===== config.mk =====
export PLATFORM = sky130hd
export DESIGN_NAME = weight_pingpong_buffer
export DESIGN_NICKNAME = d
export VERILOG_FILES = /design/src/rtl/tpu_pkg.sv /design/src/rtl/weight_bank.sv /design/src/rtl/weight_pingpong_buffer.sv
export SDC_FILE = /design/constraint.sdc
export NUM_CORES = 2
export LEC_CHECK = 0
export CAP_MARGIN = 20
export CORE_MARGIN = 2
export CORE_UTILIZATION = 65
export CTS_CLUSTER_SIZE = 12
export DETAILED_ROUTE_END_ITERATION = 8
export DONT_BUFFER_PORTS = 1
export PLACE_DENSITY = 0.81
export SLEW_MARGIN = 15
export SYNTH_ARGS = -nofsm -noshare
export SYNTH_HDL_FRONTEND = slang
export SYNTH_HIERARCHICAL = 1
export SYNTH_SLANG_ARGS = --single-unit

===== constraint.sdc =====
create_clock -name clk -period 9.7 [get_ports clk]
set_input_delay 1.455 -clock clk [delete_from_list [all_inputs] [get_ports clk]]
set_output_delay 1.455 -clock clk [all_outputs]
set_load 0.01 [all_outputs]

===== src/rtl/tpu_pkg.sv =====
`default_nettype none
// ============================================================================
// Module   : tpu_pkg
// Purpose  : Shared types and constants for the TPU weight path.
//            bank_state_e - lifecycle of one weight bank
//            WEIGHT_W     - default weight width in bits
// Revision : 1.0 - initial release
// ============================================================================
package tpu_pkg;

    localparam int WEIGHT_W = 8;

    typedef enum logic [1:0] {
        BANK_EMPTY  = 2'd0,
        BANK_FULL   = 2'd1,
        BANK_ACTIVE = 2'd2
    } bank_state_e;

endpackage
`default_nettype wire


===== src/rtl/weight_bank.sv =====
`default_nettype none
// ============================================================================
// Module   : weight_bank
// Purpose  : DEPTH x DATA_W register file, one write port and a LANES-wide
//            read port returning consecutive words with modulo-DEPTH wrap.
// Ports    : clk       - clock
//            rst       - asynchronous active-high reset, clears all words
//            i_wr_en   - write strobe
//            i_wr_addr - write word address
//            i_wr_data - write data
//            i_rd_addr - read base address
//            o_rd_data - LANES words, lane 0 in the LSBs (combinational)
// Revision : 1.0 - initial release
// ============================================================================
module weight_bank #(
    parameter int DATA_W = 8,
    parameter int LANES  = 4,
    parameter int DEPTH  = 32,
    parameter int ADDR_W = $clog2(DEPTH)
) (
    input  logic                    clk,
    input  logic                    rst,
    input  logic                    i_wr_en,
    input  logic [ADDR_W-1:0]       i_wr_addr,
    input  logic [DATA_W-1:0]       i_wr_data,
    input  logic [ADDR_W-1:0]       i_rd_addr,
    output logic [LANES*DATA_W-1:0] o_rd_data
);

    logic [DATA_W-1:0] r_mem [DEPTH];

    always_ff @(posedge clk or posedge rst) begin
        if (rst) begin
            for (int i = 0; i < DEPTH; i++) begin
                r_mem[i] <= '0;
            end
        end else if (i_wr_en) begin
            r_mem[i_wr_addr] <= i_wr_data;
        end
    end

    // DEPTH is a power of two, so the ADDR_W-bit sum wraps modulo DEPTH.
    for (genvar gi = 0; gi < LANES; gi++) begin : g_lanes
        logic [ADDR_W-1:0] w_idx;
        assign w_idx = i_rd_addr + ADDR_W'(gi);
        assign o_rd_data[gi*DATA_W +: DATA_W] = r_mem[w_idx];
    end

endmodule
`default_nettype wire


===== src/rtl/weight_pingpong_buffer.sv =====
`default_nettype none
// ============================================================================
// Module   : weight_pingpong_buffer
// Purpose  : Double-banked weight store. The host fills one bank while the
//            systolic array reads LANES consecutive weights per cycle from
//            the other; banks swap through a load/release handshake.
// Ports    : clk, reset (async, active-high)
//            wr_en/wr_addr/wr_data - write into the fill bank
//            wr_ready              - fill bank accepting writes
//            load_done             - fill bank complete
//            release_bank          - consumer done with active bank
//            active_valid          - active bank holds a complete set
//            rd_req/rd_addr        - read LANES words from active bank
//            rd_valid/rd_data      - registered read result, latency 1
//            rd_err                - read requested with no active bank
// Revision : 1.0 - initial release
// ============================================================================
module weight_pingpong_buffer
    import tpu_pkg::*;
#(
    parameter int DATA_W = WEIGHT_W,
    parameter int LANES  = 4,
    parameter int DEPTH  = 32,
    parameter int ADDR_W = $clog2(DEPTH)
) (
    input  logic                    clk,
    input  logic                    reset,
    input  logic                    wr_en,
    input  logic [ADDR_W-1:0]       wr_addr,
    input  logic [DATA_W-1:0]       wr_data,
    output logic                    wr_ready,
    input  logic                    load_done,
    input  logic                    release_bank,
    output logic                    active_valid,
    input  logic                    rd_req,
    input  logic [ADDR_W-1:0]       rd_addr,
    output logic                    rd_valid,
    output logic [LANES*DATA_W-1:0] rd_data,
    output logic                    rd_err
);

    logic                    r_act_sel;
    bank_state_e             r_state [2];
    logic                    r_rd_valid;
    logic                    r_rd_err;
    logic [LANES*DATA_W-1:0] r_rd_data;

    logic                    w_fill_sel;
    bank_state_e             w_act_state;
    bank_state_e             w_fill_state;
    logic                    w_active;
    logic                    w_fill_full;
    logic                    w_load_ok;
    logic                    w_release;
    logic                    w_swap;
    logic                    w_wr_ok;
    logic [LANES*DATA_W-1:0] w_bank_rd [2];

    assign w_fill_sel   = ~r_act_sel;
    assign w_act_state  = r_state[r_act_sel];
    assign w_fill_state = r_state[w_fill_sel];

    assign w_active     = (w_act_state == BANK_ACTIVE);
    assign w_fill_full  = (w_fill_state == BANK_FULL);
    assign w_load_ok    = load_done && (w_fill_state == BANK_EMPTY);
    assign w_release    = release_bank && w_active;

    // Idle swap waits for a registered FULL; a release swaps immediately,
    // also when the fill bank only becomes complete at this same edge, so
    // the array sees no gap in active_valid.
    assign w_swap = (w_fill_full && !w_active) ||
                    (w_release && (w_fill_full || w_load_ok));

    assign w_wr_ok = wr_en && wr_ready;

    for (genvar gb = 0; gb < 2; gb++) begin : g_banks
        logic w_we;
        assign w_we = w_wr_ok && (w_fill_sel == 1'(gb));

        weight_bank #(
            .DATA_W (DATA_W),
            .LANES  (LANES),
            .DEPTH  (DEPTH),
            .ADDR_W (ADDR_W)
        ) u_bank (
            .clk       (clk),
            .rst       (reset),
            .i_wr_en   (w_we),
            .i_wr_addr (wr_addr),
            .i_wr_data (wr_data),
            .i_rd_addr (rd_addr),
            .o_rd_data (w_bank_rd[gb])
        );
    end

    // Bank lifecycle and active pointer.
    always_ff @(posedge clk or posedge reset) begin
        if (reset) begin
            r_state[0] <= BANK_EMPTY;
            r_state[1] <= BANK_EMPTY;
            r_act_sel  <= 1'b0;
        end else if (w_swap) begin
            r_state[w_fill_sel] <= BANK_ACTIVE;
            r_state[r_act_sel]  <= BANK_EMPTY;
            r_act_sel           <= w_fill_sel;
        end else begin
            if (w_release) begin
                r_state[r_act_sel] <= BANK_EMPTY;
            end
            if (w_load_ok) begin
                r_state[w_fill_sel] <= BANK_FULL;
            end
        end
    end

    // Read data is captured at the request edge, so a release or swap in
    // the same cycle cannot alter the result in flight.
    always_ff @(posedge clk or posedge reset) begin
        if (reset) begin
            r_rd_valid <= 1'b0;
            r_rd_err   <= 1'b0;
            r_rd_data  <= '0;
        end else begin
            r_rd_valid <= rd_req && w_active;
            r_rd_err   <= rd_req && !w_active;
            if (rd_req && w_active) begin
                r_rd_data <= w_bank_rd[r_act_sel];
            end
        end
    end

    assign wr_ready     = (w_fill_state == BANK_EMPTY);
    assign active_valid = w_active;
    assign rd_valid     = r_rd_valid;
    assign rd_err       = r_rd_err;
    assign rd_data      = r_rd_data;

endmodule
`default_nettype wire

==> run summary <==
================================================================================
Critical setup path kind ..........................................       in2reg
Max frequency .....................................................      185 MHz
Share of the clock period used by the worst path after layout .....        0.556
Layout Area Growth over Synthesis .................................        6.46%
Cell chain of the critical path ................................... inv_2, buf_4, ha_1, xnor2_2, buf_4, mux4_2, mux4_2, nand2_1, nand2_1, mux2i_1, o21ai_0
Slowest cell delay on critical path ...............................      0.91 ns
Total Power Consumption ...........................................      7.90 mW
Number of buffers between clock root and the deepest sink .........            3
Worst-case hold slack .............................................     0.547 ns
Setup repair bufs after CTS .......................................            0
Min-Delay Startpoint .............................................. g_banks[1].u_bank/r_mem[31]
Commonest non-fill, non-tap cell in the layout .................... sky130_fd_sc_hd__mux2_2
Cell Area, Placed .................................................    38100 µm²
CTS tree ..........................................................          yes
Clock root buffer ................................................. sky130_fd_sc_hd__clkbuf_16
Wirelength per Cell ...............................................      38.1 µm
Slew at the pin closest to its max-slew limit .....................      1.43 ns
Highest signal layer in the routed design .........................         met5
Antenna Nets Post-Route ...........................................            0
Clock-pin slew on the worst setup and hold paths ..................      0.06 ns
Reg2reg path depth ................................................            7
Mean instance size in the synthesized netlist .....................     14.9 µm²
Total routing resource utilization after global routing ...........        0.423
Multi-input gate area in the final layout .........................    22800 µm²
Power share of the combinational group ............................        0.274
Fin Clk Skew ......................................................    0.0283 ns
Max-Cap Viols .....................................................            0
Largest net degree at the start of global routing .................          416
Internal reg-to-reg setup slack ...................................      5.26 ns
Wire length on met2 ...............................................     50700 µm
Synth Cell Area ...................................................    37800 µm²
Syn. warnings .....................................................            6
Time the worst path needs with I/O delays and setup ...............      5.39 ns
Worst Hold Endpoint ............................................... g_banks[1].u_bank/r_mem[31]
P_sw ..............................................................      2.55 mW
Post-synth EDFFs ..................................................            0
Kind of launch point of the worst setup path ......................   input port
Switching share of power ..........................................        0.322
LEAKAGE ...........................................................      17.2 nW
Post-Synthesis Cells ..............................................         2531
Last weighted congestion value of the routability-driven placer ...         1.01
# fillers .........................................................         3669
Family with the most delay on the worst path ...................... multiplexers
First-pass detailed-route iteration total .........................            6
Async S/R FF share, synth .........................................         1.00
CP max FO .........................................................          415
Type of the worst min-delay path ..................................      reg2reg
Status ............................................................ complete, no violations
Worst hold stages .................................................            1
Die outline width .................................................       245 µm
Via/cell ratio ....................................................         8.20
Mapped Nets .......................................................         2563
Layout Utilization ................................................        0.698
Area of all placed cells without fillers ..........................    40200 µm²
Die Outline Area ..................................................    60000 µm²
Clock sinks .......................................................          551
Unrepaired setup endpoints after global routing ...................           no
Most frequently used flop master after synthesis .................. sky130_fd_sc_hd__dfrtp_1
DRT iter0 DRCs ....................................................         3841
Met3 routed WL ....................................................     22200 µm
Worst-path cell with the longest stage delay ...................... sky130_fd_sc_hd__xnor2_2
Global-route congestion overflow total ............................            0
HPWL Detailed .....................................................     78700 µm
Relative contribution of sequential cells to total power ..........        0.430
Area of the core ..................................................    57600 µm²
Max transition margin .............................................       0.0497
Number of vias after detailed routing .............................        26600
Data required time at the worst endpoint ..........................     10.20 ns
Share of power burned in the clock network ........................        0.296
Number of antenna violations at the first check in global routing .            4
Total routed wirelength ...........................................    123000 µm
Insertion delay of the later-clocked pin in the worst-skew pair ...      0.65 ns
Final slew viol count .............................................            0
End of the worst register-to-register path ........................ g_banks[1].u_bank/r_mem[94]
I/O pin count .....................................................           60
Number of gates resized after cts .................................            0
Std-Cell Rows .....................................................           88
Cell internal pwr .................................................      5.35 mW
M1 wire length ....................................................     41900 µm
Number of port buffers ............................................            0
Initial standard-cell utilization of the core .....................        0.656
Count of buffer and inverter cells on the critical path ...........            3
Count of endpoints failing hold in the final timing report ........            0
#FFs+latches synth ................................................          551
Commonest non-fill, non-tap cells in the layout ................... 582 x sky130_fd_sc_hd__mux2_2, 550 x sky130_fd_sc_hd__dfrtp_1, 539 x sky130_fd_sc_hd__mux4_2
Crit path DAT .....................................................      5.90 ns
Fraction of final layout cells with drive strength greater than 1 .        0.537
Setup Total Neg Slack .............................................         0 ns
Kind of end point of the critical path ............................     register
Total Nets Final ..................................................         2456
Die span in y .....................................................       245 µm
Power density normalized to cell area .............................   197 nW/µm²
CTS Hold Bufs .....................................................            0
Peak supply drop ..................................................   0.000180 V
Number of setup violations in the final report ....................            0
Share of synthesized area occupied by flip-flops and latches ......        0.365
Total CTS buffers .................................................           60
Startpoint of the lowest-slack register-to-register path ..........    r_act_sel
Remaining DRCs ....................................................            0
Wire length of the first global-routing pass ......................    183000 µm
Vias in the first global route ....................................        26200
CTS H-tree lvls ...................................................            2
Area of all sequential standard cells .............................    13800 µm²
Cell variety after synth ..........................................           69
================================================================================
[cells by family after synthesis]
| logic type | count (synthesis) | share of synthesized area |
|---|---|---|
| flops | 551 | 0.365 |
| mux | 1216 | 0.523 |
| xor+xnor | 21 | 0.00527 |
| compound gates | 182 | 0.0328 |
| simple gates | 301 | 0.0368 |
| fa+ha+maj | 8 | 0.00265 |
| buf+inv | 252 | 0.0345 |
[stage by stage]
stage / cells / setup slack, ns
global placement: 3118 / 4.29
global route: 3236 / 4.72
detailed placement: 3121 / 4.29
floorplan: 2531 / 1.20
CTS: 3230 / 4.95
finish: 3238 / 4.31
[per-layer routing]
layer  track usage  vias up
li1              -    10000
met2         0.561     2391
met4         0.233        4
met5             0        -
met3         0.218      475
met1         0.563    13700
[cells in the mapped netlist (14+ instances only)]
cell type                  count  area [µm²]
sky130_fd_sc_hd__mux2_2      582        6550
sky130_fd_sc_hd__dfrtp_1     551       13800
sky130_fd_sc_hd__mux4_2      539       12100
sky130_fd_sc_hd__nand2_1     131         492
sky130_fd_sc_hd__clkbuf_1     96         360
sky130_fd_sc_hd__mux2i_1      87         871
sky130_fd_sc_hd__buf_2        79         395
sky130_fd_sc_hd__nor2_1       68         255
sky130_fd_sc_hd__o21ai_0      39         195
sky130_fd_sc_hd__buf_4        35         263
sky130_fd_sc_hd__a21oi_1      25         125
sky130_fd_sc_hd__nand3_1      21         105
sky130_fd_sc_hd__a22oi_1      20         150
sky130_fd_sc_hd__a21o_1       17         128
sky130_fd_sc_hd__buf_6        17         191
sky130_fd_sc_hd__inv_1        17        63.8
sky130_fd_sc_hd__nor3_1       14        70.1
[worst reg2reg max path, cell delays in order, from the launching register on]
cell and delay [ns]:
sky130_fd_sc_hd__dfrtp_2 0.44, sky130_fd_sc_hd__buf_4 0.63, sky130_fd_sc_hd__inv_1 0.28, sky130_fd_sc_hd__o31ai_1 0.65
sky130_fd_sc_hd__and3_1 0.51, sky130_fd_sc_hd__or3b_2 0.58, sky130_fd_sc_hd__nor2_2 0.81, sky130_fd_sc_hd__mux2_2 0.43
[power groups by stage]
stage                     clock network (mW)  registers (mW)  logic [mW]
final                                   2.34            3.40        2.17
after global routing                    2.45            3.44        2.26
after CTS                               2.35            3.35        2.10
after detailed placement                   0            3.39        2.09
after global placement                     0            3.35        2.03
after floorplan                            0            3.11        1.77
[final cells by class]
cell class                      count  share of cell area
Timing Repair Buffer               63              0.0126
Antenna cell                        2            0.000124
Tap cell                          765              0.0238
Clock buffer                       87              0.0436
Multi-Input combinational cell   1728               0.568
Sequential cell                   551               0.343
Inverter                           20             0.00224
Clock inverter                     22             0.00632
[how the worst max path moves through the flow]
stage | from | to | slack, ns | cells past startpoint
finish | rd_addr[0] | rd_data[26] | 4.31 | 11
CTS | rd_addr[0] | rd_data[26] | 4.95 | 11
detailed placement | rd_addr[0] | rd_data[26] | 4.29 | 11
floorplan | reset | g_banks[0].u_bank/r_mem[0] | 1.20 | 1
global route | rd_addr[0] | rd_data[24] | 4.72 | 11
global placement | rd_addr[0] | rd_data[12] | 4.29 | 9
[flip-flops by register name, summed over array words and instances, names as in the netlist]
name and cells:
g_banks.u_bank/r_mem 512, r_act_sel 1, r_state 4, rd_valid 1, rd_data 32, rd_err 1
No activity file was read; power rests on OpenSTA's default activity.
